[src/rtl/key_scan_pkg.sv]
// Shared types and constants for the 4x4 keypad scanner.
package key_scan_pkg;

  typedef enum logic [2:0] {
    IDLE,
    PRESS_DB,
    SCAN,
    HIT,
    HOLD,
    REL_DB
  } state_t;

  localparam logic [3:0] ROW_ALL_LOW = 4'b0000;
  localparam logic [3:0] ROW_OFF     = 4'b1111;
  localparam logic [3:0] COL_NONE    = 4'b1111;

  // Active-low drive pattern that pulls exactly one row low.
  function automatic logic [3:0] row_sel(input logic [1:0] idx);
    return ~(4'b0001 << idx);
  endfunction

  // Number of columns pulled low (0..4).
  function automatic logic [2:0] low_count(input logic [3:0] c);
    logic [2:0] n;
    n = '0;
    for (int i = 0; i < 4; i++) n = n + {2'b00, ~c[i]};
    return n;
  endfunction

  // Index of the lowest-numbered low column; meaningful only when one is low.
  function automatic logic [1:0] col_idx(input logic [3:0] c);
    logic [1:0] idx;
    idx = 2'd0;
    for (int i = 3; i >= 0; i--) if (!c[i]) idx = 2'(i);
    return idx;
  endfunction

endpackage

[src/rtl/tick_gen.sv]
// Free-running one-cycle pulse every CLK_FREQ/TICK_HZ clocks.
module tick_gen #(
  parameter int CLK_FREQ = 50_000_000,
  parameter int TICK_HZ  = 1_000
) (
  input  logic sys_clk,
  input  logic sys_rst_n,
  output logic tick
);

  localparam int PERIOD = CLK_FREQ / TICK_HZ;
  localparam int CW     = (PERIOD > 1) ? $clog2(PERIOD) : 1;

  logic [CW-1:0] cnt;

  // Divide the clock down and emit a single-cycle pulse at wrap.
  always_ff @(posedge sys_clk or negedge sys_rst_n) begin
    // NOTE: sequential state is always assigned with <= so every register
    // samples pre-edge values regardless of statement order.
    if (!sys_rst_n) begin
      cnt  <= '0;
      tick <= 1'b0;
    end else if (cnt == CW'(PERIOD - 1)) begin
      cnt  <= '0;
      tick <= 1'b1;
    end else begin
      cnt  <= cnt + 1'b1;
      tick <= 1'b0;
    end
  end

endmodule

[src/rtl/key_hex_scan.sv]
// 4x4 matrix keypad scanner: debounced press/release, hex key code + strobe.
module key_hex_scan
  import key_scan_pkg::*;
#(
  parameter int CLK_FREQ = 50_000_000,
  parameter int TICK_HZ  = 1_000,
  parameter int DB_TICKS = 20
) (
  input  logic       sys_clk,
  input  logic       sys_rst_n,
  input  logic [3:0] col,
  output logic [3:0] row,
  output logic [3:0] key_code,
  output logic       key_vld,
  output logic       key_down
);

  localparam int DBW = $clog2(DB_TICKS + 1);

  logic           tick;
  logic [3:0]     col_meta, col_s;
  state_t         state_q, state_d;
  logic [DBW-1:0] db_cnt_q, db_cnt_d;
  logic [1:0]     ridx_q, ridx_d;
  logic [3:0]     hit_code_q, hit_code_d;
  logic [3:0]     row_d;

  tick_gen #(
    .CLK_FREQ(CLK_FREQ),
    .TICK_HZ (TICK_HZ)
  ) u_tick_gen (
    .sys_clk  (sys_clk),
    .sys_rst_n(sys_rst_n),
    .tick     (tick)
  );

  // Two-stage synchronizer for the asynchronous column inputs.
  always_ff @(posedge sys_clk or negedge sys_rst_n) begin
    if (!sys_rst_n) begin
      col_meta <= COL_NONE;
      col_s    <= COL_NONE;
    end else begin
      col_meta <= col;
      col_s    <= col_meta;
    end
  end

  // FSM state, counters, latched hit code and registered row drive.
  always_ff @(posedge sys_clk or negedge sys_rst_n) begin
    if (!sys_rst_n) begin
      state_q    <= IDLE;
      db_cnt_q   <= '0;
      ridx_q     <= 2'd0;
      hit_code_q <= 4'h0;
      row        <= ROW_OFF;
    end else begin
      state_q    <= state_d;
      db_cnt_q   <= db_cnt_d;
      ridx_q     <= ridx_d;
      hit_code_q <= hit_code_d;
      row        <= row_d;
    end
  end

  // Next-state logic; decisions are taken only on tick, except HIT.
  always_comb begin
    // NOTE: every output of this block gets a default first so no path
    // leaves a signal unassigned and no latch is inferred.
    state_d    = state_q;
    db_cnt_d   = db_cnt_q;
    ridx_d     = ridx_q;
    hit_code_d = hit_code_q;
    unique case (state_q)
      IDLE: if (tick && col_s != COL_NONE) begin
        state_d  = PRESS_DB;
        db_cnt_d = DBW'(1);
      end
      PRESS_DB: if (tick) begin
        if (col_s == COL_NONE)                state_d = IDLE;
        else if (db_cnt_q == DBW'(DB_TICKS)) begin
          state_d = SCAN;
          ridx_d  = 2'd0;
        end else                              db_cnt_d = db_cnt_q + 1'b1;
      end
      SCAN: if (tick) begin
        unique case (low_count(col_s))
          3'd0: begin
            if (ridx_q == 2'd3) state_d = IDLE;
            else                ridx_d  = ridx_q + 1'b1;
          end
          3'd1: begin
            state_d    = HIT;
            hit_code_d = {ridx_q, col_idx(col_s)};
          end
          default: state_d = IDLE;  // ghosting: several keys on one row
        endcase
      end
      HIT: state_d = HOLD;
      HOLD: if (tick && col_s == COL_NONE) begin
        state_d  = REL_DB;
        db_cnt_d = DBW'(1);
      end
      REL_DB: if (tick) begin
        if (col_s != COL_NONE)               state_d  = HOLD;
        else if (db_cnt_q == DBW'(DB_TICKS)) state_d  = IDLE;
        else                                 db_cnt_d = db_cnt_q + 1'b1;
      end
      default: state_d = IDLE;
    endcase

    // Debounce count restarts on entry to any non-debounce state.
    if (state_d != state_q && state_d != PRESS_DB && state_d != REL_DB)
      db_cnt_d = '0;

    row_d = (state_d == SCAN) ? row_sel(ridx_d) : ROW_ALL_LOW;
  end

  // Output registers: strobe and code change together, key_down spans the hold.
  always_ff @(posedge sys_clk or negedge sys_rst_n) begin
    if (!sys_rst_n) begin
      key_code <= 4'h0;
      key_vld  <= 1'b0;
      key_down <= 1'b0;
    end else begin
      key_vld <= (state_q == HIT);
      if (state_q == HIT) begin
        key_code <= hit_code_q;
        key_down <= 1'b1;
      end else if (state_q == REL_DB && state_d == IDLE) begin
        key_down <= 1'b0;
      end
    end
  end

endmodule

[config.mk]
export PLATFORM = sky130hd
export DESIGN_NAME = key_hex_scan
export DESIGN_NICKNAME = d
export VERILOG_FILES = /design/src/rtl/key_scan_pkg.sv /design/src/rtl/tick_gen.sv /design/src/rtl/key_hex_scan.sv
export SDC_FILE = /design/constraint.sdc
export NUM_CORES = 1
export LEC_CHECK = 0
export CAP_MARGIN = 20
export CELL_PAD_IN_SITES_DETAIL_PLACEMENT = 1
export CELL_PAD_IN_SITES_GLOBAL_PLACEMENT = 1
export CORE_MARGIN = 5
export CORE_UTILIZATION = 46
export DETAILED_ROUTE_END_ITERATION = 10
export PLACE_DENSITY = 0.89
export RECOVER_POWER = 25
export SLEW_MARGIN = 20
export SYNTH_ARGS = -nofsm -noshare
export SYNTH_HDL_FRONTEND = slang
export SYNTH_HIERARCHICAL = 1
export SYNTH_SLANG_ARGS = --single-unit
[constraint.sdc]
create_clock -name sys_clk -period 3.4 [get_ports sys_clk]
set_clock_uncertainty 0.2 [all_clocks]
set_input_delay 0.68 -clock sys_clk [delete_from_list [all_inputs] [get_ports sys_clk]]
set_output_delay 0.68 -clock sys_clk [all_outputs]
set_load 0.01 [all_outputs]
==> metrics.cfg <==
[run_status]
status=finished with violations
violations=capacitance limit, slew limit

[pwr]
combinationalPowerShare_pct=3.3
p_int_mw=0.825
p_sw_share_pct=20.9
clockPowerShare_pct=39.6
seq_power_share_pct=57.0
p_sw_mw=0.218
p_leak_nw=1.22
p_total_mw=1.04
p_per_area_mw_per_mm2=400
ir_worst_vdd_mv=0.199

[timing]
worstMarginPinSlew_ns=2.45
drv_slew=50
rsz0062_at_grt=no
maxSlewHeadroom_pct=-63.5
fmax_ghz=0.332
post-route-period-util_pct=88.6
period_needed_ns=3.01
hold_violations=0
finalSetupViolCount=0
tns_ns=0

[layout]
antenna_cells=0
fill_cells=521
multiInputGateArea_sq_um=988
syn_to_final_growth_pct=13.2
seq_area_sq_mm=0.00124
fin_util_pct=54.5
nets=238
drive_above_1_share_pct=15.0

[synthesis]
ys_ff_latch=49
netlist.top_cell.by_area=dfrtp_1
synthCells=209
synthSimpleGateAreaFrac_pct=21.4
async_reset_ff_share_pct=100
yosys_warnings=6
muxShareOfSynthArea_pct=2.66
synth_top_area_share_pct=40.2
ys_types=53
synth_xor_area_share_pct=6.40
synth_ff_type=dfrtp_1
yosysSeqAreaShare_pct=53.8
synth_compound_area_share_pct=8.30
synth_top_cells_by_area=dfrtp_1 (40%), dfstp_2 (14%), nand2_1 (4.2%), xor2_1 (4.2%), ha_1 (3.3%)
synth_edf_count=0
ys_top_cells_by_count=dfrtp_1 (37), nand2_1 (26), nor2_1 (15)
synthAdderAreaFrac_pct=4.12
synthesis.nets=222
synth_top_family_by_area=simple AND/OR/NAND/NOR gates
post-synth-top-count-cell=dfrtp_1
netlist_area_sq_mm=0.00231
synth.avg_cell_area_sq_um=11.0

[drt]
drt-vias-per-instance=5.26
vias=1542
first_pass_iters=4
first_iter_violations=70
ant_nets=0
routedWlPerCell_um=15.2
drt_wl_total_um=4440
route.detailed.drc=0

[cts]
cts_tree=done
cts_setup_buffers=0
cts_made_buffers=5
cts.clk_slew.worst_paths_ns=0.09
cts.path.max_buffers=2
htreeDepth=2
cts_root_buffer=clkbuf_8
clkLatencyLatePin_ns=0.30
cts_hold_buf=0
post_cts_resized=0
clock-sinks=49

[floorplan]
start_util_pct=48.2
ios=16
die_h_um=80.8
coreArea_sq_mm=0.00479
fp.dieW_um=80.8
num_rows=25
die-area_sq_mm=0.00653

[global_routing]
antenna_found_initial=0
grt_usage_pct=15.9
grt_pass1_vias=1704
grt_overflow=0
grt_start_max_net_pins=50
grt_pass1_wl_um=7890

[critical_path]
worstPathMaxFanout=5
crit_family=adder cells
cp-end-kind=flop
cp_cell_sequence=fa_1 -> inv_1 -> ha_1 -> ha_1 -> or3b_1 -> a2bb2oi_2 -> o211ai_1 -> or2_1 -> a221oi_2
crit_type=flop to flop
cp_num_buf_inv=1
cpPeakStageDelay_ns=0.58
cp-startpoint=col_s[3]
arrival_ns=3.03
regToRegStartpoint=col_s[3]
path_common_cell=ha_1
worst_ep_required_time_ns=3.42
cp-start-kind=flop
critPathSlowestCell=dfstp_2

[placement]
portBuffers=15
hpwl_um=3280
gp_congestion=0.772

[worst_hold_path]
hold_path_class=flop to flop
holdCritStartpoint=col_meta[1]

[job]
drv_cap=1

[per-stage QoR]
stage                     hold slack [ns]  cell area (sq um)  worst slack [ns]  std cells
after global placement              0.146               2500             0.497        285
after CTS                           0.156               2610             0.364        293
after floorplan                     0.145               2310             0.575        209
after global routing                0.161               2610            0.0996        293
final                               0.155               2610             0.388        293
after detailed placement            0.147               2500             0.401        285
[flip-flops by register name, indices dropped and copies added (netlist names)]
register / count
key_vld: 1
u_tick_gen/tick: 1
key_code: 4
db_cnt_q: 5
ridx_q: 2
hit_code_q: 4
u_tick_gen/cnt: 16
col_s: 4
row: 4
col_meta: 4
state_q: 3
key_down: 1
[cell usage in the layout, fill, tap and decap left out, drive strengths merged, types with 3 or more instances in the layout]
cell type	netlist	final
dfrtp	37	37
nand4	7	7
xnor2	4	4
clkdlybuf4s50	0	13
nand2	26	26
and3	4	4
dfstp	12	12
mux2	3	3
o21ai	8	8
ha	6	6
clkbuf	1	7
and2	5	5
o211ai	3	3
nor2	15	15
xor2	12	12
inv	11	11
nand3	9	9
and4	5	5
a21oi	6	6
[final cells by class]
type	instances	area share, %
multi-input combinational	143	37.9
timing repair buffer	15	5.51
tap	67	3.21
sequential	49	47.6
inverter	11	1.58
clock inverter	2	1.49
clock buffer	6	2.78
[power groups by stage]
stage | Sequential (mW) | Clock [mW] | Combinational [mW]
2_1_floorplan | 0.606 | 0 | 0.0154
3_3_place_gp | 0.606 | 0 | 0.0346
3_5_place_dp | 0.606 | 0 | 0.0366
4_1_cts | 0.595 | 0.430 | 0.0368
5_1_grt | 0.596 | 0.460 | 0.0415
6_report | 0.595 | 0.413 | 0.0346
[kinds of logic after synthesis]
family,count (synthesis)
AND/OR/NAND/NOR,87
flip-flops,49
AO/OA/AOI/OAI,28
buffers and inverters,17
XOR/XNOR,16
adder cells (fa/ha/maj),7
multiplexers,5
[worst register-to-register path, delay by kind of cell, from the launching register on]
family | cells | cell delay, ns
AO/OA/AOI/OAI | 3 | 0.57
adder cells (fa/ha/maj) | 3 | 0.81
AND/OR/NAND/NOR | 2 | 0.69
flip-flops | 1 | 0.58
buffers and inverters | 1 | 0.07
[final timing paths]
check | endpoint | slack, ns | depth (start not counted)
max | db_cnt_q[0] | 0.39 | 9
min | col_s[1] | 0.15 | 0
max reg2reg | db_cnt_q[0] | 0.39 | 9
min reg2reg | col_s[1] | 0.15 | 0
max in group asynchronous | ridx_q[0] | 0.68 | 1
min in group asynchronous | key_code[2] | 0.92 | 1
[routing by layer]
metal	global-route usage, %	up-vias	share of wire [%]
li1	-	752	-
met1	18.3	766	44
met2	28.2	18	51
met3	4.10	6	2.8
met4	6.08	0	1.5
met5	0	-	0
(Power assumes the default switching activity.)
